[src/rtl/branch_predict_unit.sv]
// branch_predict_unit: execute-stage branch resolution plus direct-mapped BTB with 2-bit counters (optional BP_STATS_EN counters)
module branch_predict_unit #(
  parameter int PC_W = 9,
  parameter int ENTRIES = 16,
  parameter int IDX_W = $clog2(ENTRIES)
) (
  input  logic            clk,
  input  logic            reset,
  input  logic [PC_W-1:0] if_pc,
  output logic            pred_taken,
  output logic [31:0]     pred_target,
  input  logic            ex_valid,
  input  logic [PC_W-1:0] ex_pc,
  input  logic [31:0]     ex_imm,
  input  logic            ex_branch,
  input  logic [1:0]      ex_jal_type,
  input  logic [31:0]     ex_alu_result,
  input  logic            ex_pred_taken,
  input  logic [31:0]     ex_pred_target,
  output logic [31:0]     pc_imm,
  output logic [31:0]     pc_four,
  output logic            pc_sel,
  output logic [31:0]     br_pc,
  output logic            mispredict,
`ifdef BP_STATS_EN
  output logic [31:0]     stat_branches,
  output logic [31:0]     stat_mispredicts,
`endif
  output logic [31:0]     redirect_pc
);
  localparam int TAG_W = PC_W - IDX_W - 2;
  logic [ENTRIES-1:0] valid;
  logic [TAG_W-1:0]   tag    [ENTRIES];
  logic [31:0]        target [ENTRIES];
  logic [1:0]         ctr    [ENTRIES];
  logic [IDX_W-1:0]   if_idx, ex_idx;
  logic [TAG_W-1:0]   if_tag, ex_tag;
  logic [31:0]        pc32;
  logic               if_hit, ex_hit, upd;
  logic               unused_pc_bits;
  assign unused_pc_bits = ^{if_pc[1:0], ex_pc[1:0]};
  assign if_idx = if_pc[IDX_W+1:2];
  assign if_tag = if_pc[PC_W-1:IDX_W+2];
  assign ex_idx = ex_pc[IDX_W+1:2];
  assign ex_tag = ex_pc[PC_W-1:IDX_W+2];
  assign if_hit = valid[if_idx] && tag[if_idx] == if_tag;
  assign ex_hit = valid[ex_idx] && tag[ex_idx] == ex_tag;
  assign pred_taken  = if_hit & ctr[if_idx][1];
  assign pred_target = pred_taken ? target[if_idx] : 32'd0;
  assign pc32 = {{(32-PC_W){1'b0}}, ex_pc};
  // Only JALR takes its target from the ALU; JAL, reserved and branches are pc-relative.
  assign pc_imm = ex_jal_type == 2'b01 ? {ex_alu_result[31:1], 1'b0} : pc32 + ex_imm;
  assign pc_four = pc32 + 32'd4;
  assign pc_sel = (ex_branch & ex_alu_result[0]) | (ex_jal_type != 2'b00);
  assign br_pc = pc_sel ? pc_imm : 32'd0;
  assign redirect_pc = pc_sel ? pc_imm : pc_four;
  assign mispredict = ex_valid & ((pc_sel != ex_pred_taken) | (pc_sel & ex_pred_taken & (ex_pred_target != pc_imm)));
  assign upd = ex_valid & (ex_branch | (ex_jal_type != 2'b00));
  // Train the table from resolved control instructions; taken misses allocate, not-taken misses are ignored.
  always_ff @(posedge clk) begin
    if (reset) begin
      valid <= '0;
      for (int i = 0; i < ENTRIES; i++) begin
        tag[i]    <= '0;
        target[i] <= '0;
        ctr[i]    <= 2'b01;
      end
    end else if (upd) begin
      if (pc_sel) begin
        valid[ex_idx]  <= 1'b1;
        tag[ex_idx]    <= ex_tag;
        target[ex_idx] <= pc_imm;
        ctr[ex_idx]    <= !ex_hit ? 2'b10 : ctr[ex_idx] == 2'b11 ? 2'b11 : ctr[ex_idx] + 2'd1;
      end else if (ex_hit) begin
        ctr[ex_idx] <= ctr[ex_idx] == 2'b00 ? 2'b00 : ctr[ex_idx] - 2'd1;
      end
    end
  end
`ifdef BP_STATS_EN
  // Saturating event counters for resolved control instructions and mispredicts.
  always_ff @(posedge clk) begin
    if (reset) begin
      stat_branches    <= '0;
      stat_mispredicts <= '0;
    end else begin
      if (upd && stat_branches != 32'hFFFF_FFFF) stat_branches <= stat_branches + 32'd1;
      if (mispredict && stat_mispredicts != 32'hFFFF_FFFF) stat_mispredicts <= stat_mispredicts + 32'd1;
    end
  end
`endif
endmodule

[config.mk]
export PLATFORM = sky130hd
export DESIGN_NAME = branch_predict_unit
export DESIGN_NICKNAME = d
export VERILOG_FILES = /design/src/rtl/branch_predict_unit.sv
export SDC_FILE = /design/constraint.sdc
export NUM_CORES = 1
export LEC_CHECK = 0
export CAP_MARGIN = 10
export CORE_ASPECT_RATIO = 1.4
export CORE_UTILIZATION = 55
export DETAILED_ROUTE_END_ITERATION = 8
export HOLD_SLACK_MARGIN = 0.06
export PLACE_DENSITY = 0.74
export SLEW_MARGIN = 30
export SYNTH_ARGS = -nofsm -noshare
export SYNTH_HDL_FRONTEND = slang
export SYNTH_SLANG_ARGS = --single-unit
[constraint.sdc]
create_clock -name clk -period 9.75 [get_ports clk]
set_input_delay 1.4625 -clock clk [delete_from_list [all_inputs] [get_ports clk]]
set_output_delay 1.4625 -clock clk [all_outputs]
set_load 0.005 [all_outputs]
== Word-level counts from Yosys, hierarchy flattened ==
Memory sizes are Yosys's and may differ from the RTL's.
Cells that the tools add are included.

* Input port bits: 121
* Memory bits (writable): 592
* Memories: 3
* Output and inout bits: 163
* Flip-flop bits (word level): 16

* Bitwise logic cells: 11
* Equal/unequal tests: 6
* $lt $le $gt $ge: 3
* Reductions and logical operators: 9
* Muxes and demuxes: 34
* Add/sub/neg operators: 4

{| class="wikitable"
|+ Memories
! memory !! words !! width !! read ports !! clocked after Yosys merged registers in !! write ports !! line !! RTL
|-
| target || 16 || 32 || 1 || 0 || 16 || 34 || <nowiki>logic [31:0] target [ENTRIES];</nowiki>
|-
| tag || 16 || 3 || 2 || 0 || 16 || 33 || <nowiki>logic [TAG_W-1:0] tag [ENTRIES];</nowiki>
|-
| ctr || 16 || 2 || 2 || 0 || 16 || 35 || <nowiki>logic [1:0] ctr [ENTRIES];</nowiki>
|}

{| class="wikitable"
|+ Operators by type and width
! operator !! number
|-
| two-way mux 32 bit || 5
|-
| adder 9 x 32 -> 32 bit || 1
|-
| inequality test 32 bit || 1
|-
| OR reduction 32 bit || 1
|-
| two-way mux 1 bit || 17
|-
| bitwise OR 16 bit || 1
|-
| two-way mux 4 bit || 3
|-
| adder 9 x 3 -> 10 bit (second input constant) || 1
|-
| < comparator 4 x 5 -> 1 bit (second input constant) || 2
|-
| two-way mux 2 bit || 5
|-
| binary-select mux 1 bit (select 4 bit) || 2
|-
| AND 1 bit || 6
|-
| equality test 3 bit || 2
|-
| demux 1 bit (select 4 bit) || 1
|-
| >= comparator 4 x 1 -> 1 bit (second input constant) || 1
|-
| bitwise OR 1 bit || 4
|-
| logical AND 1 bit || 3
|-
| two-way mux 3 bit || 1
|-
| OR reduction 3 bit || 1
|-
| adder 2 x 1 -> 2 bit (second input constant) || 1
|-
| equality test 2 x 1 -> 1 bit (second input constant) || 1
|-
| equality test 2 bit (second input constant) || 1
|-
| zero test 2 bit || 1
|-
| AND reduction 2 bit || 1
|-
| 4 further kinds || 4
|}

== Longest topological paths before layout ==
Gate-level depths: netlist of run 1.

* Depth after elaboration: 11
* Gate-level depth with buffers: 13
* Mapped depth without buffers: 11

== Worst setup path before layout of run 1 ==
No wires, ideal clock.

* Path kind: in2out
* From: input port ex_branch
* To: output port mispredict
* Arrival: 4.470 ns
* Setup slack: 3.817 ns
* Data required time: 8.287 ns
* Stages on the path: 12
* Cells stage by stage: a211oi_1 clkinv_1 clkbuf_1 ha_1 nor4_1 a31oi_1 a2111oi_0 nand4_1 nor4_1 nand4_1 nor4_1 a31oi_1

* Longest elaborated chain between the ends: 6
* Elaborated cells between the ends (all ways): 7
* Those cells by class: eq/ne: 1; bitwise: 6

{| class="wikitable"
|+ Ends and longest elaborated chain
! item !! line !! RTL
|-
| start: declaration || 15 || <nowiki>input logic ex_branch,</nowiki>
|-
| AND 1 bit * || 54 || <nowiki>assign pc_sel = (ex_branch & ex_alu_result[0]) | (ex_jal_type != 2'b00);</nowiki>
|-
| bitwise OR 1 bit * || 54 ||
|-
| named net pc_sel || 22 || <nowiki>output logic pc_sel,</nowiki>
|-
| AND 1 bit (2 in series) || 57 || <nowiki>assign mispredict = ex_valid & ((pc_sel != ex_pred_taken) | (pc_sel & ex_pred_taken & (ex_pred_target != pc_im ...</nowiki>
|-
| bitwise OR 1 bit * || 57 ||
|-
| AND 1 bit * || 57 ||
|-
| end: declaration || 24 || <nowiki>output logic mispredict,</nowiki>
|}

Mark *: on every way through the listed nets, which the timed path passes. The rest lies on a longest branch.

== Worst setup path in the final report of run 1 ==
* From: input port ex_pc[4]
* To: output port mispredict

* Longest elaborated chain between the ends: 6

{| class="wikitable"
|+ Ends and longest elaborated chain
! item !! line !! RTL
|-
| start: declaration || 13 || <nowiki>input logic [PC_W-1:0] ex_pc,</nowiki>
|-
| adder 9 x 32 -> 32 bit || 52 || <nowiki>assign pc_imm = ex_jal_type == 2'b01 ? {ex_alu_result[31:1], 1'b0} : pc32 + ex_imm;</nowiki>
|-
| two-way mux 32 bit || 52 ||
|-
| inequality test 32 bit || 57 ||
|-
| AND 1 bit || 57 ||
|-
| bitwise OR 1 bit || 57 ||
|-
| AND 1 bit || 57 ||
|}

Every way passes these cells.

==> results of run 1 <==
[placed cells by master (no fill, tap or decap), types with 29 or more instances in the layout]
cell,count
a21oi_1,29
buf_4,61
clkbuf_16,53
clkdlybuf4s50_1,254
edfxtp_1,592
inv_1,62
mux4_2,205
nand2_1,61
nand3_1,33
nor2_1,663
nor2b_1,36
o21ai_0,34
xnor2_1,38
xor2_1,36
[kinds of logic after synthesis]
| logic type | Yosys count | synth area share |
|---|---|---|
| adder cells (fa/ha/maj) | 16 | 0.00686 |
| flip-flops | 608 | 0.605 |
| XOR/XNOR | 75 | 0.0225 |
| multiplexers | 212 | 0.157 |
| AO/OA/AOI/OAI | 165 | 0.0374 |
| AND/OR/NAND/NOR | 906 | 0.127 |
| other | 1 | 0.000125 |
| buffers and inverters | 295 | 0.0441 |
[path summary, 6_finish.rpt]
check	from	endpoint	slack (ns)
setup / recovery	ex_pc[4]	mispredict	1.80
hold / removal	valid[6]	valid[6]	0.49
setup reg to reg	tag[0][0]	ctr[4][1]	6.42
hold reg to reg	valid[6]	valid[6]	0.49
[flip-flops by register name (all words and copies together), names as in the netlist]
| name | cells |
|---|---|
| target | 512 |
| ctr | 32 |
| valid | 16 |
| tag | 48 |
[per-layer routing]
layer / vias to the layer above / GRT usage
li1: 8558 / -
met1: 10070 / 0.390
met2: 1296 / 0.570
met3: 254 / 0.0435
met4: 0 / 0.151
met5: - / 0
[where the power goes]
part           switching (mW)  leakage [nW]  internal, mW
clock network           0.926         0.815          1.11
logic                   0.475          5.54         0.384
registers              0.0444          5.74          3.00
total                    1.45          12.1          4.50
[tightest hold or removal path: stages (launching register included)]
cell and delay [ns]:
dfxtp_1 0.33, inv_1 0.05, o21ai_0 0.07
[layout make-up]
| class | count | area, µm² | share of cell area |
|---|---|---|---|
| Inverter | 63 | 236 | 0.00682 |
| Tap cell | 714 | 893 | 0.0258 |
| Multi-Input combinational cell | 1396 | 10700 | 0.310 |
| Sequential cell | 608 | 18100 | 0.522 |
| Timing Repair Buffer | 322 | 3080 | 0.0888 |
| Clock buffer | 68 | 1420 | 0.0410 |
| Antenna cell | 1 | 2.50 | 0.0000721 |
| Clock inverter | 26 | 223 | 0.00642 |
==> flow_summary.ini, run 1 <==
[sta]
layout_setup_ws_ns = 1.80
fmax_ghz = 0.126
relSlewSlack = 0.332
hold_viol = 0
final_max_slew_viol_count = 0
fin_worst_skew_ns = 0.0301
rsz0062_at_grt = no
setup_viol = 0
finalCritPeriodShare = 0.816
layout_min_cycle_time_ns = 7.95
worst_pin_slew_ns = 0.977
holdWs_ns = 0.492
fin_tns_setup_ns = 0

[yosys]
syn_area_um2 = 29900
async_flop_share = 0
syn_area_per_cell_um2 = 13.1
synthTopCellsByCount = nor2_1 (663), edfxtp_1 (592), mux4_2 (205)
synth.most_common_cell = nor2_1
synth-seq-cells = 608
yosysSeqAreaShare = 0.605
synth_flop_cell = edfxtp_1
netlist_top_cells_area = edfxtp_1 (59%), mux4_2 (15%), nor2_1 (8.3%)
synth_top_area_frac = 0.594
yosys.area.top_type = edfxtp_1
ys.warnings.count = 0
netlist_instances = 2278
synth_edf_count = 592
synth.distinct_cells = 74

[floorplan]
io_pins = 284
dieArea_um2 = 55400
initial_core_util = 0.560
dieWidth_um = 199
rows = 100
core_area_um2 = 53400
die_h_um = 278

[global_route]
grt_pass1_vias = 20701
grt-ovfl-total = 0
grt_pass1_wl_mm = 129
antenna_found_initial = 0
grt_max_degree = 83
track_usage = 0.323

[power]
power_mw = 5.94
p_leak_nw = 12.1
pwr_density_cell_nw_per_um2 = 171
peakVddDrop_mv = 0.156

[place]
numPortBuffers = 259
dpl.hpwl_mm = 53.6
placed_area_um2 = 33000
dpl.cell_count = 3102
gp_congestion = 0.890
pre_cts_ws_ns = 1.87

[worst_setup_path]
slowest_stage = clkdlybuf4s50_1
worstPathCellList = clkdlybuf4s50_1 > ha_1 > a21oi_1 > o21ai_1 > a41oi_1 > nor4_1 > o21bai_1 > a2111oi_0 > a32oi_1 > a21oi_1 > a31oi_1 > clkdlybuf4s50_1
cpPeakStageDelay_ns = 1.05
crit_fanout = 15
worst-setup-path-type = in -> out
endpoint_kind = primary output
crit_arrival_ns = 6.49
rr_worst_depth = 7
path_depth = 12
critPathTopFamily = compound AO/OA/AOI/OAI gates
crit_buf_inv = 2
cp-start-kind = primary input
required_ns = 8.29

[min_path]
whs_path_depth = 2
hp-class = reg -> reg

[cts]
htree_levels = 2
cts_made_buffers = 53
ctsResizeCount = 0
cts_root_buf = clkbuf_16
post_cts_buffers = 0
clk_latency_ns = 0.60
cts_tree = built
clk_pin_slew_ns = 0.07
cts.sinks = 608
cts_hold_repair.buffers = 0
clk_path_buf_depth = 3

[detailed_routing]
vias_per_cell = 6.31
dr.pass1.iters = 5
top_layer = met4
wl_met3_mm = 8.17
num_vias = 20178
ant_nets = 0
drt_iter0_markers = 2353
drc = 0
dr_wl_met2_mm = 46.1
wirelength_mm = 87.6
met1Wirelength_mm = 28.9
post_drt_wl_per_cell_um = 27.4

[final_layout]
fillers = 3871
instances_no_fill = 3198
fin_util = 0.649
num-nets-final = 2580
drive_gt1_frac = 0.163
final_cell_area_um2 = 34700
area.growth.synth_to_final_pct = 15.9

[run]
drv_cap = 0

[run_status]
status = complete, no violations
Note: power is estimated with default switching activity, not from simulation.
==> run 2, diff against run 1 <==
Clock period 9.75 ns to 7.62 ns, I/O delays scaled along.
==> run 2 against run 1 <==
  * First-iteration DRC count fell by 10%
  * Via count fell by 1.2%
  * Register-to-register slack got worse by 2.1 ns
  * Clock-buffer cell count fell by 2
  * Critical path depth rose by 1
  * Routed wire length fell by 1.6%
  * Sequential power rose by 28%
  * Global-route usage fell by 0.41 points
  * Die area did not move
  * Clock power rose by 32%
  * Clock skew rose by 0.0030 ns
  * Critical path type unchanged
  * Largest cell class unchanged
  * Highest routed layer unchanged
==> flow_summary.ini, run 2 (same netlist as run 1, synthesis figures left out) <==
[final_layout]
final_common_cell = nor2_1
antenna_cells = 0
instances_no_fill = 3211
largest_reg_flops = 512
fin_util = 0.652
reg_top3 = target x512, tag x48, ctr x32
drive_gt1_frac = 0.167
area.growth.synth_to_final_pct = 16.4
regMostFlops = target
fillers = 3841
num-nets-final = 2594
final_cell_area_um2 = 34800
final_cell_mix = nor2_1 (663), edfxtp_1 (592), clkdlybuf4s50_1 (254)

[worst_setup_path]
worst-setup-path-type = in -> out
crit_buf_inv = 3
slowest_stage = a2111oi_0
path_depth = 13
endpoint = mispredict
rr_worst_depth = 7
cp-start-kind = primary input
r2r_end = ctr[9][1]
worstPathCellList = clkdlybuf4s50_1 > ha_1 > a21oi_1 > o21ai_0 > a41o_1 > nand3_1 > xnor2_1 > a2111oi_0 > buf_4 > a32oi_1 > a21oi_1 > a31oi_1 > clkdlybuf4s50_1
crit_arrival_ns = 5.60
r2r_slack_ns = 4.31
reg2reg_from = tag[11][0]
cpPeakStageDelay_ns = 0.66
endpoint_kind = primary output
crit_fanout = 8
critPathTopFamily = compound AO/OA/AOI/OAI gates
cp-startpoint = ex_pc[6]
required_ns = 6.48

[power]
p_leak_nw = 12.2
p_sw_mw = 1.83
p_sw_frac = 0.238
p_comb_frac = 0.143
pwr_density_cell_nw_per_um2 = 221
p_int_mw = 5.86
peakVddDrop_mv = 0.162
seqPwrFrac = 0.506
clockPowerShare = 0.351

[cts]
cts_tree = built
clk_latency_ns = 0.60
clk_path_buf_depth = 3
cts.sinks = 608
htree_levels = 2
ctsResizeCount = 0
post_cts_buffers = 0
cts_made_buffers = 54
clk_pin_slew_ns = 0.07
cts_root_buf = clkbuf_16
cts_hold_repair.buffers = 0

[detailed_routing]
drc = 0
post_drt_wl_per_cell_um = 26.8
num_vias = 19942
drt_iter0_markers = 2113
vias_per_cell = 6.21
wirelength_mm = 86.2
dr.pass1.iters = 5
ant_nets = 0

[global_route]
antenna_found_initial = 0
grt_max_degree = 89
track_usage = 0.319
grt-ovfl-total = 0
grt_pass1_wl_mm = 127
grt_pass1_vias = 20605

[floorplan]
initial_core_util = 0.560
die_h_um = 278
rows = 100
core_area_um2 = 53400
io_pins = 284
dieWidth_um = 199
dieArea_um2 = 55400

[place]
dpl.hpwl_mm = 53.0
gp_congestion = 0.919
numPortBuffers = 259
placed_area_um2 = 33100
dpl.cell_count = 3116

[sta]
fin_tns_setup_ns = 0
worst_pin_slew_ns = 0.984
fmax_ghz = 0.148
hold_viol = 0
fin_worst_skew_ns = 0.0331
final_max_slew_viol_count = 0
setup_viol = 0
finalCritPeriodShare = 0.886
layout_min_cycle_time_ns = 6.75
relSlewSlack = 0.344
rsz0062_at_grt = no

[min_path]
hp-class = reg -> reg

[run_status]
status = complete, no violations

[run]
drv_cap = 0
-- run 2: per-layer routing --
metal / vias up / part of all wire / global-route usage
met5: - / 0 / 0
met4: 0 / 0.045 / 0.140
met3: 213 / 0.083 / 0.0464
met2: 1200 / 0.53 / 0.564
met1: 9948 / 0.34 / 0.385
li1: 8581 / - / -
-- run 2: area by class of cell --
class                           count  area (µm²)  share of cell area
Multi-Input combinational cell   1396       10700               0.308
Sequential cell                   608       18100               0.519
Clock buffer                       66        1420              0.0407
Tap cell                          714         893              0.0256
Timing Repair Buffer              335        3160              0.0907
Inverter                           63         236             0.00679
Clock inverter                     29         300             0.00862
-- run 2: metrics by stage --
stage | hold WS (ns) | setup slack [ns] | power, mW
6_report | 0.495 | 0.872 | 7.70
5_1_grt | 0.525 | 0.768 | 7.91
4_1_cts | 0.492 | 0.893 | 7.71
3_5_place_dp | 0.482 | 0.923 | 5.06
3_3_place_gp | 0.468 | 0.916 | 5.03
2_1_floorplan | 0.455 | 2.33 | 4.57
-- run 2: worst register-to-register path: stages, from the launching register on --
cell and delay [ns]:
edfxtp_1 0.39, mux4_2 0.49, mux4_2 0.53, xnor2_1 0.16, nand4_1 0.32, o21ai_4 0.57
nand2_2 0.25, o21bai_1 0.30
-- run 2: power groups by stage --
| stage | Combinational (mW) | Clock [mW] | Sequential (mW) |
|---|---|---|---|
| 2_1_floorplan | 0.627 | 0 | 3.95 |
| 3_3_place_gp | 1.08 | 0 | 3.95 |
| 3_5_place_dp | 1.10 | 0 | 3.97 |
| 4_1_cts | 1.10 | 2.72 | 3.90 |
| 5_1_grt | 1.16 | 2.84 | 3.91 |
| 6_report | 1.10 | 2.70 | 3.90 |
-- run 2: worst min-delay path by stage --
stage                     startpoint        end  slack, ns  cells after the start
final                       valid[6]   valid[6]       0.50                      2
after CTS                  valid[15]  valid[15]       0.49                      2
after detailed placement   valid[11]  valid[11]       0.48                      2
after global routing        valid[8]   valid[8]       0.53                      2
after floorplan             valid[6]   valid[6]       0.46                      2
after global placement     valid[11]  valid[11]       0.47                      2
==> run 3, diff against run 2 <==
Settings changed: DONT_BUFFER_PORTS set to 1, PLACE_DENSITY 0.74 to 0.67.
==> run 3 against run 2 <==
  * Worst hold slack got worse by 0.011 ns
  * Cell count is 8.6% lower
  * Register-to-register slack got worse by 0.04 ns
  * Clock power fell by 6%
  * Sequential share of layout area grew 4.5 points
  * Non-clock buffer count fell by 279
  * Clock skew decreased by 0.020 ns
  * Largest cell class unchanged
==> flow_summary.ini, run 3 (same netlist as run 1, synthesis figures left out) <==
[run_status]
status = complete, no violations

[place]
pre_cts_ws_ns = 1.94
gp_congestion = 0.891
dpl.hpwl_mm = 50.7
numPortBuffers = 0
dpl.cell_count = 2837

[worst_setup_path]
worst-setup-path-type = in -> out
cp-start-kind = primary input
crit_fanout = 8
crit_arrival_ns = 4.62
required_ns = 6.48
endpoint_kind = primary output

[cts]
htree_levels = 2
ctsResizeCount = 0
cts_tree = built
cts_hold_repair.buffers = 0
clk_path_buf_depth = 3
cts_root_buf = clkbuf_16
cts_made_buffers = 54
cts.sinks = 608
clk_latency_ns = 0.60
post_cts_buffers = 0
clk_pin_slew_ns = 0.06

[final_layout]
fin_util = 0.600
num-nets-final = 2315
drive_gt1_frac = 0.180
fillers = 4199
reg_top3 = target x512, tag x48, ctr x32
area.growth.synth_to_final_pct = 7.07
antenna_cells = 0
regMostFlops = target
instances_no_fill = 2936
multi_input_area_um2 = 10800
largest_reg_flops = 512
seq_area_um2 = 18100
final_cell_mix = nor2_1 (663), edfxtp_1 (592), mux4_2 (205)
final_common_cell = nor2_1

[detailed_routing]
ant_nets = 0
drc = 0
drt_iter0_markers = 2137
dr.pass1.iters = 5
wirelength_mm = 85.3
num_vias = 18891
vias_per_cell = 6.43
post_drt_wl_per_cell_um = 29.1

[sta]
hold_viol = 0
relSlewSlack = 0.321
finalCritPeriodShare = 0.756
fin_tns_setup_ns = 0
rsz0062_at_grt = no
layout_setup_ws_ns = 1.86
layout_min_cycle_time_ns = 5.76
worst_pin_slew_ns = 1.00
fmax_ghz = 0.174
final_max_slew_viol_count = 0
fin_worst_skew_ns = 0.0135
setup_viol = 0

[global_route]
grt-ovfl-total = 0
track_usage = 0.313
antenna_found_initial = 1
grt_pass1_vias = 19497
grt_max_degree = 151
grt_pass1_wl_mm = 123

[floorplan]
io_pins = 284
initial_core_util = 0.560
die_h_um = 278
rows = 100
core_area_um2 = 53400
dieWidth_um = 199
dieArea_um2 = 55400

[power]
power_mw = 7.25
peakVddDrop_mv = 0.163
pwr_density_cell_nw_per_um2 = 226
p_leak_nw = 11.0

[run]
drv_cap = 0

[min_path]
hp-class = reg -> reg
-- run 3: cell count changes in the layout (fill, tap and decap cells not counted), moves of 2 or more --
cell / previous run / this run
clkinv_1: 9 / 18
nand2_2: 9 / 17
nand2_1: 61 / 53
nand2b_4: 2 / 0
bufinv_16: 6 / 1
clkdlybuf4s50_1: 254 / 0
buf_2: 2 / 0
buf_4: 76 / 56
a21oi_4: 1 / 4
clkinv_2: 10 / 12
clkbuf_1: 11 / 9
nand2b_2: 15 / 17
a21oi_1: 29 / 26
buf_6: 2 / 0
-- run 3: through the flow --
| step | instance area [µm²] | hold slack (ns) |
|---|---|---|
| after floorplan | 30000 | 0.455 |
| after global placement | 30400 | 0.465 |
| after detailed placement | 30400 | 0.474 |
| after CTS | 32000 | 0.487 |
| after global routing | 32000 | 0.501 |
| final | 32000 | 0.485 |
-- run 3: power by group --
group	switching, mW	internal [mW]	total [mW]
Clock	1.20	1.35	2.55
Combinational	0.479	0.325	0.804
Sequential	0.0515	3.84	3.89
-- run 3: layout make-up --
class	count	area share
multi-input cells	1396	0.337
clock buffers	64	0.0440
flip-flops and latches	608	0.565
repair buffers	56	0.0131
well taps	714	0.0279
inverters	63	0.00738
clock inverters	35	0.00605
-- run 3: worst paths after layout --
check / start / to / slack (ns) / cells past startpoint
max: ex_pc[6] / mispredict / 1.86 / 10
min: valid[15] / valid[15] / 0.48 / 2
max reg2reg: tag[3][0] / ctr[2][1] / 4.27 / 7
min reg2reg: valid[15] / valid[15] / 0.48 / 2
-- run 3: per-layer routing --
layer / wire length (µm) / vias to the layer above / track usage
met5: 0 / - / 0
met4: 3600 / 0 / 0.128
met3: 8490 / 192 / 0.0584
met2: 44100 / 1158 / 0.539
met1: 29100 / 9520 / 0.386
li1: - / 8021 / -
-- run 3: critical path, cell delays in order --
cell       delay (ns)
ha_1             0.39
a21oi_1          0.31
o21ai_0          0.17
a41oi_1          0.79
nor4_1           0.09
o21bai_1         0.26
a2111oi_0        0.80
a32oi_1          0.20
a21oi_1          0.30
a31oi_1          0.16
